<file path="config.mk">
export PLATFORM = sky130hd
export DESIGN_NAME = mc_ctrl_fsm
export DESIGN_NICKNAME = d
export VERILOG_FILES = /design/src/rtl/mc_pkg.sv /design/src/rtl/mc_alu_dec.sv /design/src/rtl/mc_ctrl_fsm.sv
export SDC_FILE = /design/constraint.sdc
export NUM_CORES = 1
export LEC_CHECK = 0
export ABC_CLOCK_PERIOD_IN_PS = 1700
export CORE_MARGIN = 5
export CORE_UTILIZATION = 34
export DETAILED_ROUTE_END_ITERATION = 7
export PLACE_DENSITY = 0.76
export SYNTH_ARGS = -nofsm -noshare
export SYNTH_HDL_FRONTEND = slang
export SYNTH_SLANG_ARGS = --single-unit
</file>
<file path="constraint.sdc">
create_clock -name clk -period 1.7 [get_ports clk]
set_input_delay 0.34 -clock clk [delete_from_list [all_inputs] [get_ports clk]]
set_output_delay 0.34 -clock clk [all_outputs]
set_load 0.005 [all_outputs]
</file>
<file path="src/rtl/mc_pkg.sv">
// Shared types for the multicycle RV32I control unit: FSM states, opcodes,
// ALU operation codes and the opcode classifier used by control and datapath.
package mc_pkg;

  typedef enum logic [2:0] {
    S_IF   = 3'd0,
    S_ID   = 3'd1,
    S_EX   = 3'd2,
    S_MEM  = 3'd3,
    S_WB   = 3'd4,
    S_TRAP = 3'd5
  } state_t;

  localparam logic [6:0] OP_R      = 7'b0110011;
  localparam logic [6:0] OP_I      = 7'b0010011;
  localparam logic [6:0] OP_LOAD   = 7'b0000011;
  localparam logic [6:0] OP_STORE  = 7'b0100011;
  localparam logic [6:0] OP_BRANCH = 7'b1100011;

  typedef enum logic [3:0] {
    ALU_AND = 4'b0000,
    ALU_OR  = 4'b0001,
    ALU_ADD = 4'b0010,
    ALU_SUB = 4'b0110,
    ALU_SLT = 4'b0111,
    ALU_SLL = 4'b1000,
    ALU_SRL = 4'b1001,
    ALU_SRA = 4'b1010,
    ALU_XOR = 4'b1101
  } alu_op_t;

  typedef enum logic [2:0] {
    CLS_R      = 3'd0,
    CLS_I      = 3'd1,
    CLS_LOAD   = 3'd2,
    CLS_STORE  = 3'd3,
    CLS_BRANCH = 3'd4,
    CLS_BAD    = 3'd5
  } op_class_t;

  // Anything outside the supported subset collapses to CLS_BAD and traps.
  function automatic op_class_t classify(input logic [6:0] opcode);
    op_class_t cls;
    case (opcode)
      OP_R:      cls = CLS_R;
      OP_I:      cls = CLS_I;
      OP_LOAD:   cls = CLS_LOAD;
      OP_STORE:  cls = CLS_STORE;
      OP_BRANCH: cls = CLS_BRANCH;
      default:   cls = CLS_BAD;
    endcase
    return cls;
  endfunction

endpackage

</file>
<file path="src/rtl/mc_alu_dec.sv">
// ALU operation decoder: maps opcode class, funct3 and funct7[5] to ALUCtrl.
// Purely combinational so the datapath can share it.
module mc_alu_dec
  import mc_pkg::*;
(
  input  op_class_t op_class,
  input  logic [2:0] funct3,
  input  logic       funct7b5,
  output alu_op_t    alu_ctrl
);

  // funct7[5] means SUB only for register-register funct3 000; for shifts
  // right it picks SRA in both the R and I forms.
  always_comb begin
    alu_ctrl = ALU_ADD;
    case (op_class)
      CLS_R, CLS_I: begin
        case (funct3)
          3'b000:  alu_ctrl = (op_class == CLS_R && funct7b5) ? ALU_SUB : ALU_ADD;
          3'b001:  alu_ctrl = ALU_SLL;
          3'b010:  alu_ctrl = ALU_SLT;
          3'b011:  alu_ctrl = ALU_SLT;
          3'b100:  alu_ctrl = ALU_XOR;
          3'b101:  alu_ctrl = funct7b5 ? ALU_SRA : ALU_SRL;
          3'b110:  alu_ctrl = ALU_OR;
          default: alu_ctrl = ALU_AND;
        endcase
      end
      CLS_BRANCH: alu_ctrl = ALU_SUB;
      default:    alu_ctrl = ALU_ADD;
    endcase
  end

endmodule

</file>
<file path="src/rtl/mc_ctrl_fsm.sv">
// Multicycle RV32I control unit with ready/valid memory stalls, a per-state
// wait watchdog and a sticky TRAP state left only through reset.
module mc_ctrl_fsm
  import mc_pkg::*;
#(
  parameter int TIMEOUT_CYCLES = 16
) (
  input  logic        clk,
  input  logic        rst,
  input  logic [31:0] instr,
  input  logic        Zero,
  input  logic        imem_ready,
  input  logic        dmem_ready,
  output logic        imem_req,
  output logic        IRWrite,
  output logic        PCWrite,
  output logic        PCSrc,
  output logic        ALUSrc,
  output logic [3:0]  ALUCtrl,
  output logic        MemRead,
  output logic        MemWrite,
  output logic        MemToReg,
  output logic        RegWrite,
  output logic        trap,
  output logic [2:0]  state_o
);

  localparam int TO_W = $clog2(TIMEOUT_CYCLES + 1);

  state_t          state;
  logic [TO_W-1:0] wait_cnt;
  op_class_t       op_class;
  alu_op_t         alu_dec;
  logic [2:0]      funct3;
  logic            wait_limit;
  logic            branch_ok;
  logic            branch_taken;
  logic            is_load;
  logic            is_store;
  logic            unused_instr;

  assign funct3       = instr[14:12];
  assign op_class     = classify(instr[6:0]);
  assign is_load      = (op_class == CLS_LOAD);
  assign is_store     = (op_class == CLS_STORE);
  assign wait_limit   = (wait_cnt == TO_W'(TIMEOUT_CYCLES - 1));
  assign branch_ok    = (funct3 == 3'b000) || (funct3 == 3'b001);
  assign branch_taken = ((funct3 == 3'b000) && Zero) || ((funct3 == 3'b001) && !Zero);
  assign state_o      = state;
  assign unused_instr = ^{instr[31], instr[29:15], instr[11:7]};

  mc_alu_dec u_alu_dec (
    .op_class (op_class),
    .funct3   (funct3),
    .funct7b5 (instr[30]),
    .alu_ctrl (alu_dec)
  );

  // The wait counter holds cycles already spent waiting; hitting the limit
  // without ready traps on that edge, while ready in the same cycle wins.
  always_ff @(posedge clk or negedge rst) begin
    if (!rst) begin
      state    <= S_IF;
      wait_cnt <= '0;
    end else begin
      wait_cnt <= '0;
      case (state)
        S_IF: begin
          if (imem_ready)      state <= S_ID;
          else if (wait_limit) state <= S_TRAP;
          else                 wait_cnt <= wait_cnt + 1'b1;
        end
        S_ID: begin
          state <= (op_class == CLS_BAD) ? S_TRAP : S_EX;
        end
        S_EX: begin
          case (op_class)
            CLS_R, CLS_I:        state <= S_WB;
            CLS_LOAD, CLS_STORE: state <= S_MEM;
            CLS_BRANCH:          state <= branch_ok ? S_IF : S_TRAP;
            default:             state <= S_TRAP;
          endcase
        end
        S_MEM: begin
          if (!(is_load || is_store)) state <= S_TRAP;
          else if (dmem_ready)        state <= is_load ? S_WB : S_IF;
          else if (wait_limit)        state <= S_TRAP;
          else                        wait_cnt <= wait_cnt + 1'b1;
        end
        S_WB:    state <= S_IF;
        S_TRAP:  state <= S_TRAP;
        default: state <= S_TRAP;
      endcase
    end
  end

  // Outputs are gated by rst directly so an asserted reset kills every strobe
  // in the same cycle rather than waiting for the state register.
  always_comb begin
    imem_req = 1'b0;
    IRWrite  = 1'b0;
    PCWrite  = 1'b0;
    PCSrc    = 1'b0;
    ALUSrc   = 1'b0;
    ALUCtrl  = 4'b0000;
    MemRead  = 1'b0;
    MemWrite = 1'b0;
    MemToReg = 1'b0;
    RegWrite = 1'b0;
    trap     = 1'b0;
    if (rst) begin
      ALUCtrl = ALU_ADD;
      case (state)
        S_IF: begin
          imem_req = 1'b1;
          IRWrite  = imem_ready;
        end
        S_EX: begin
          ALUCtrl = alu_dec;
          ALUSrc  = (op_class == CLS_I) || is_load || is_store;
          if (op_class == CLS_BRANCH && branch_ok) begin
            PCWrite = 1'b1;
            PCSrc   = branch_taken;
          end
        end
        S_MEM: begin
          MemRead  = is_load;
          MemWrite = is_store;
          PCWrite  = is_store && dmem_ready;
        end
        S_WB: begin
          RegWrite = 1'b1;
          PCWrite  = 1'b1;
          MemToReg = is_load;
        end
        S_TRAP:  trap = 1'b1;
        default: ;
      endcase
    end
  end

endmodule
</file>
==> results of run 1 <==
## layer usage
| layer | part of all wire (%) | up-vias | GRT usage (%) |
|---|---|---|---|
| met5 | 0 | - | 0 |
| met4 | 1.9 | 0 | 5.30 |
| met3 | 7.6 | 9 | 4.07 |
| met2 | 53 | 57 | 41.8 |
| met1 | 37 | 514 | 24.0 |
| li1 | - | 512 | - |
## cells in the mapped netlist, types with 2 or more instances
| cell type | n | share of area (%) |
|---|---|---|
| nor2_1 | 12 | 5.9 |
| dfrtp_1 | 8 | 26 |
| inv_1 | 6 | 2.9 |
| o21ai_0 | 6 | 3.9 |
| clkbuf_1 | 5 | 2.4 |
| nand2_1 | 5 | 2.4 |
| nand3_1 | 5 | 3.3 |
| nor3_1 | 5 | 3.3 |
| a21oi_1 | 3 | 2.0 |
| nor4_1 | 3 | 2.4 |
| o211ai_1 | 3 | 2.9 |
| xnor2_1 | 3 | 3.4 |
| a21boi_0 | 2 | 2.0 |
| nand2b_1 | 2 | 1.6 |
| nand3b_1 | 2 | 2.0 |
| nor2b_1 | 2 | 1.6 |
| nor3_2 | 2 | 2.6 |
| or2_1 | 2 | 1.6 |
| or3_1 | 2 | 1.6 |
## logic make-up after synthesis
kind of cell	synth area share (%)
compound gates	22.8
xor+xnor	4.56
fa+ha+maj	1.63
buf+inv	7.49
flops	26.1
mux	2.77
simple gates	34.7
## sequential cells by signal, summed over array words and instances (netlist names)
name,flops
state_o,3
wait_cnt,5
## per-stage QoR
| step | cell area, µm² | std cells | total power [mW] |
|---|---|---|---|
| final | 1640 | 200 | 1.21 |
| after CTS | 1560 | 199 | 1.14 |
| after global placement | 1320 | 184 | 0.808 |
| after floorplan | 768 | 100 | 0.467 |
| after detailed placement | 1320 | 184 | 0.819 |
| after global routing | 1640 | 200 | 1.29 |
## placed cells by master (no fill, tap or decap), types with 2 or more instances in the layout
master,netlist,routed
o211ai_1,3,3
buf_4,0,28
a21oi_1,3,2
dlygate4sd2_1,0,3
buf_2,1,15
nor3_4,0,4
buf_6,1,18
o21ai_0,6,5
clkdlybuf4s50_1,0,4
or2_4,0,2
nand3b_1,2,2
a21boi_0,2,2
nand3_4,0,2
dfrtp_1,8,8
nor2_1,12,10
clkdlybuf4s15_2,0,4
nand3_1,5,3
nor4_4,0,3
clkbuf_4,0,3
or3_4,0,2
inv_1,6,5
nand2_1,5,4
nor3_2,2,2
nor2_4,0,2
xnor2_1,3,3
## worst max path at each step
stage                     from    endpoint  slack [ps]  cells past startpoint
floorplan             instr[2]     MemRead          50                      5
global placement      instr[2]  ALUCtrl[0]        -860                      7
detailed placement    instr[1]     PCWrite        -970                      7
CTS                 state_o[0]     PCWrite        -240                      8
global route        state_o[0]     PCWrite        -350                      8
finish              state_o[0]     PCWrite        -280                      8
## timing repair
item                                    4_1_cts  5_1_grt
buffers inserted                             14        3
endpoints found under the setup margin       19       17
pin swaps                                    14        9
gates cloned                                  0        0
resized for setup                           131       21
## power by group through the flow
stage | logic (mW) | registers (mW) | clock network (mW)
after CTS | 0.742 | 0.246 | 0.152
after floorplan | 0.218 | 0.248 | 0
after global routing | 0.876 | 0.249 | 0.160
final | 0.816 | 0.246 | 0.149
after detailed placement | 0.568 | 0.251 | 0
after global placement | 0.559 | 0.249 | 0
## layout make-up
type	instances	area (µm²)
Clock buffer	3	22.5
Fill cell	179	554
Inverter	6	22.5
Multi-Input combinational cell	79	704
Sequential cell	8	200
Tap cell	28	35.0
Timing Repair Buffer	76	652
==> reports/metrics.yaml, run 1 <==
outcome:
  status: "finished, violations left"
  violations: "negative setup slack"
pwr:
  switching_share_pct: 38.0
  pwr-share-clk_pct: 12.3
  switchingPower_mw: 0.461
  powerDensity_nw_per_um2: 740
  combPwrFrac_pct: 67.4
  p_seq_share_pct: 20.3
  power_leakage_nw: 0.720
  ir_drop_mv: 0.660
  internal_power_mw: 0.751
route:
  dr_total_vias: 1092
  drt_iter0_markers: 23
  drc: 0
  dr.pass1.iters: 4
  postRouteAntennaNets: 0
  route.detailed.vias_per_inst: 5.46
  wl_per_cell_um: 16.8
  drt-total-wl_mm: 3.36
setup_path:
  ff2ff_setup_slack_ps: 140
  crit_family: "buffers and inverters"
  reg2reg_depth: 5
  critPathBufInv: 4
  path_max_fanout: 3
  crit_required_ps: 1360
  reg2reg_from: "state_o[0]"
  path_common_cell: "buf_6"
  cp-start-kind: "flip-flop"
  crit_path_end_kind: "output port"
  worst-setup-path-type: "flip-flop to output port"
  slowest_delay_ps: 360
  r2r_end: "state_o[0]"
  critPathSlowestCell: "dfrtp_1"
  worstPathCellList: "buf_6 > buf_6 > nand4_1 > nor4_4 > buf_4 > nand2_2 > o211ai_1 > buf_2"
  crit_arrival_ps: 1640
placement:
  place_hpwl_mm: 2.24
  pre_cts_slack_ps: -968
  port_buffers: 32
  place.gp.congestion: 0.893
synthesis:
  synth_edf_count: 0
  synthArstFlopShare_pct: 100
  ys.flop_type: "dfrtp_1"
  ys_ff_latch: 8
  ys_seq_area_share_pct: 26.1
  ys_warn_count: 0
  yosys.cell_types.count: 41
  synth_nets: 138
  postSynthCellCount: 100
  synthesis.area_um2: 768
  syn-mean-instance-area_um2: 7.68
sta:
  setup_viol: 12
  finalMaxSlewViolations: 0
  tns_ps: -1400
  setup_ws_ps: -282
  whs_ps: 153
  slew_headroom_pct: 69.8
  fin_crit_sh_pct: 117
  tightest_slew_ps: 448
  post-route-min-period_ps: 1980
  final-hold-violation-count: 0
  rsz0062_at_grt: "true"
  max_freq_mhz: 504
  skew_ps: 5.64
cells_and_area:
  area_growth_pct: 113
  antenna_cells: 0
  drive_above_1_share_pct: 57.0
  nets: 212
  final_util_pct: 74.7
clocking:
  cts_max_path_buffers: 2
  clk_pin_slew_ps: 60
  clock-sinks: 8
  cts-root-buf: "clkbuf_4"
  tritoncts: "yes"
  ctsHoldBuffers: 0
  htreeDepth: 1
  clk_latency_ps: 260
  numCtsBuffers: 3
die:
  die_w_um: 57.5
  core_area_um2: 2190
  die-area_um2: 3310
  rows: 17
  die_h_um: 57.5
  initial_core_util_pct: 35.1
  io_pins: 54
worst_hold_path:
  min_path_type: "input port to async pin"
grt:
  grt_pass1_vias: 1139
  grt.total_usage_pct: 21.7
  grt_remaining_overflow: 0
  antenna_found_initial: 0
  grt_pass1_wl_mm: 5.64
  grt_max_degree: 11
job:
  timing.max_cap.violations: 0
Power figures use the tool's default switching activity.
==> run 2: changes to the inputs <==
- TNS_END_PERCENT: not set -> 50
==> reports/metrics.yaml, run 2 (synthesis results as in run 1) <==
grt:
  antenna_found_initial: 0  # unchanged
  grt.total_usage_pct: 20.0  # -1.7 points
  grt_max_degree: 11  # unchanged
  grt_pass1_vias: 1098  # -3.6%
  grt-busiest-layer: "met2"
  use_met3_pct: 3.85  # -0.23 points
  grt_util_met2_pct: 38.5  # -3.2 points
  grt_pass1_wl_mm: 5.29  # -6.2%
  use_met1_pct: 22.1  # -1.9 points
  grt_remaining_overflow: 0  # unchanged
route:
  drt_iter0_markers: 25  # +8.7%
  drc: 0  # unchanged
  route.detailed.vias_per_inst: 5.46  # about the same
  postRouteAntennaNets: 0  # unchanged
  dr_total_vias: 1059  # -3.0%
  dr.pass1.iters: 4  # unchanged
  wl_per_cell_um: 16.6  # -1.3%
  drt-total-wl_mm: 3.22  # -4.2%
die:
  initial_core_util_pct: 35.1  # unchanged
  rows: 17  # unchanged
  io_pins: 54  # unchanged
  core_area_um2: 2190  # unchanged
  die_w_um: 57.5  # unchanged
  die_h_um: 57.5  # unchanged
  die-area_um2: 3310  # unchanged
sta:
  fin_crit_sh_pct: 115  # -1.6 points
  skew_ps: 1.08  # -4.56 ps
  final-hold-violation-count: 0  # unchanged
  tightest_slew_ps: 402  # -45.5 ps
  setup_ws_ps: -256  # +26.6 ps
  rsz0062_at_grt: "true"
  post-route-min-period_ps: 1960  # -26.6 ps
  slew_headroom_pct: 72.8  # +3.1 points
  finalMaxSlewViolations: 0  # unchanged
  setup_viol: 12  # unchanged
  max_freq_mhz: 511  # +1.4%
setup_path:
  critPathBufInv: 4  # unchanged
  critPathSlowestCell: "dfrtp_1"
  ff2ff_setup_slack_ps: 200  # +60 ps
  reg2reg_depth: 5  # unchanged
  path_common_cell: "buf_6"
  crit_arrival_ps: 1620  # -20 ps
  critical_path_depth: 8  # unchanged
  r2r_end: "wait_cnt[0]"
  cp-start-kind: "flip-flop"
  slowest_delay_ps: 360  # about the same
  worst-setup-path-type: "flip-flop to output port"
  reg2reg_from: "state_o[2]"
  worstPathCellList: "buf_6 > buf_6 > nand4_1 > nor4_4 > buf_4 > nand2_2 > o211ai_1 > buf_2"
  path_max_fanout: 3  # unchanged
  crit_path_end_kind: "output port"
  crit_start: "state_o[0]"
  crit_family: "buffers and inverters"
  crit_required_ps: 1360  # about the same
  cp-endpoint: "PCWrite"
clocking:
  htreeDepth: 1  # unchanged
  clk_pin_slew_ps: 60  # about the same
  ctsHoldBuffers: 0  # unchanged
  clk_latency_ps: 250  # about the same
  cts_max_path_buffers: 2  # unchanged
  cts-root-buf: "clkbuf_4"
  numCtsBuffers: 3  # unchanged
  clock-sinks: 8  # unchanged
  tritoncts: "yes"
outcome:
  violations: "negative setup slack"
  status: "finished, violations left"
pwr:
  fin_total_pwr_mw: 1.10  # -9.6%
  power_leakage_nw: 0.664  # -7.8%
  ir_drop_mv: 0.475  # -28%
  powerDensity_nw_per_um2: 714  # -3.6%
worst_hold_path:
  min_path_type: "input port to async pin"
placement:
  dpl-instance-area_um2: 1320  # unchanged
  pre_cts_slack_ps: -968  # unchanged
  placedCellCount: 184  # unchanged
  port_buffers: 32  # unchanged
  place.gp.congestion: 0.893  # unchanged
  place_hpwl_mm: 2.24  # unchanged
cells_and_area:
  final_common_cell: "buf_4"
  antenna_cells: 0  # unchanged
  layout_common_cells: "buf_4, buf_2, buf_6, nor2_1, dfrtp_1"
  largest_reg_flops: 5  # unchanged
  nets: 206  # -2.8%
  finish.instance_area_um2: 1540  # -6.2%
  fillers: 190  # +6.1%
  seq_area_um2: 200  # unchanged
  fin_cells: 194  # -3.0%
  drive_above_1_share_pct: 52.4  # -4.6 points
  area_growth_pct: 99.8
  multi_input_comb_area_um2: 672  # -4.6%
  largest_register: "wait_cnt"
job:
  timing.max_cap.violations: 0  # unchanged
run 2: cell count changes in the layout (fill, tap and decap cells not counted), moves of 2 or more:
| cell | previous run | this run |
|---|---|---|
| buf_2 | 15 | 12 |
| buf_6 | 18 | 12 |
| clkdlybuf4s50_1 | 4 | 6 |
| nor3_2 | 2 | 4 |
| nor3_4 | 4 | 2 |
run 2: cell type report:
| class | instances | area share [%] |
|---|---|---|
| clock buffer | 3 | 1.47 |
| inverter | 6 | 1.47 |
| multi-input combinational | 79 | 43.8 |
| sequential | 8 | 13.0 |
| tap | 28 | 2.28 |
| timing repair buffer | 70 | 38.0 |
run 2: report_power, final:
group	leakage (nW)	internal, mW	switching, mW
sequential	0.106	0.221	0.0307
clock	0.0138	0.0811	0.0684
combinational	0.544	0.371	0.323
run 2: through the flow:
stage	TNS [ps]	hold WS, ps	utilization, %
after global placement	-12270	460	60.3
after CTS	-1200	321	68.5
final	-1270	333	70.1
after detailed placement	-13070	488	60.3
after global routing	-2270	330	70.1
after floorplan	0	44.4	-
run 2: repair_timing:
| item | 4_1_cts | 5_1_grt |
|---|---|---|
| gates resized for setup | 116 | 14 |
| setup endpoints to repair | 19 | 15 |
| gates cloned | 0 | 0 |
| pin swaps | 12 | 5 |
| setup buffers | 8 | 1 |
run 2: worst min-delay path by stage:
stage / to / start / depth (start not counted) / slack (ps)
2_1_floorplan: state_o[0] / rst / 0 / 40
3_3_place_gp: wait_cnt[0] / wait_cnt[0] / 1 / 460
3_5_place_dp: wait_cnt[4] / wait_cnt[4] / 2 / 490
4_1_cts: state_o[2] / rst / 2 / 320
5_1_grt: state_o[1] / rst / 2 / 330
6_report: state_o[1] / rst / 2 / 330
run 2: layer usage:
layer	routed length (µm)	vias to the layer above
met5	0	-
met4	35	0
met3	223	6
met2	1730	49
met1	1230	511
li1	-	493
run 2: worst reg2reg max path: stages, from the launching register on:
cell      delay, ps
dfrtp_1         420
buf_4           180
nand2b_1        170
buf_4           150
o32a_4          340
nor3_2          170
==> run 3: changes to the inputs <==
- HOLD_SLACK_MARGIN: not set -> 0.05
- SLEW_MARGIN: not set -> 40
==> results of run 3 <==
No change in the layout: final DEF, timing and power equal those of run 2.
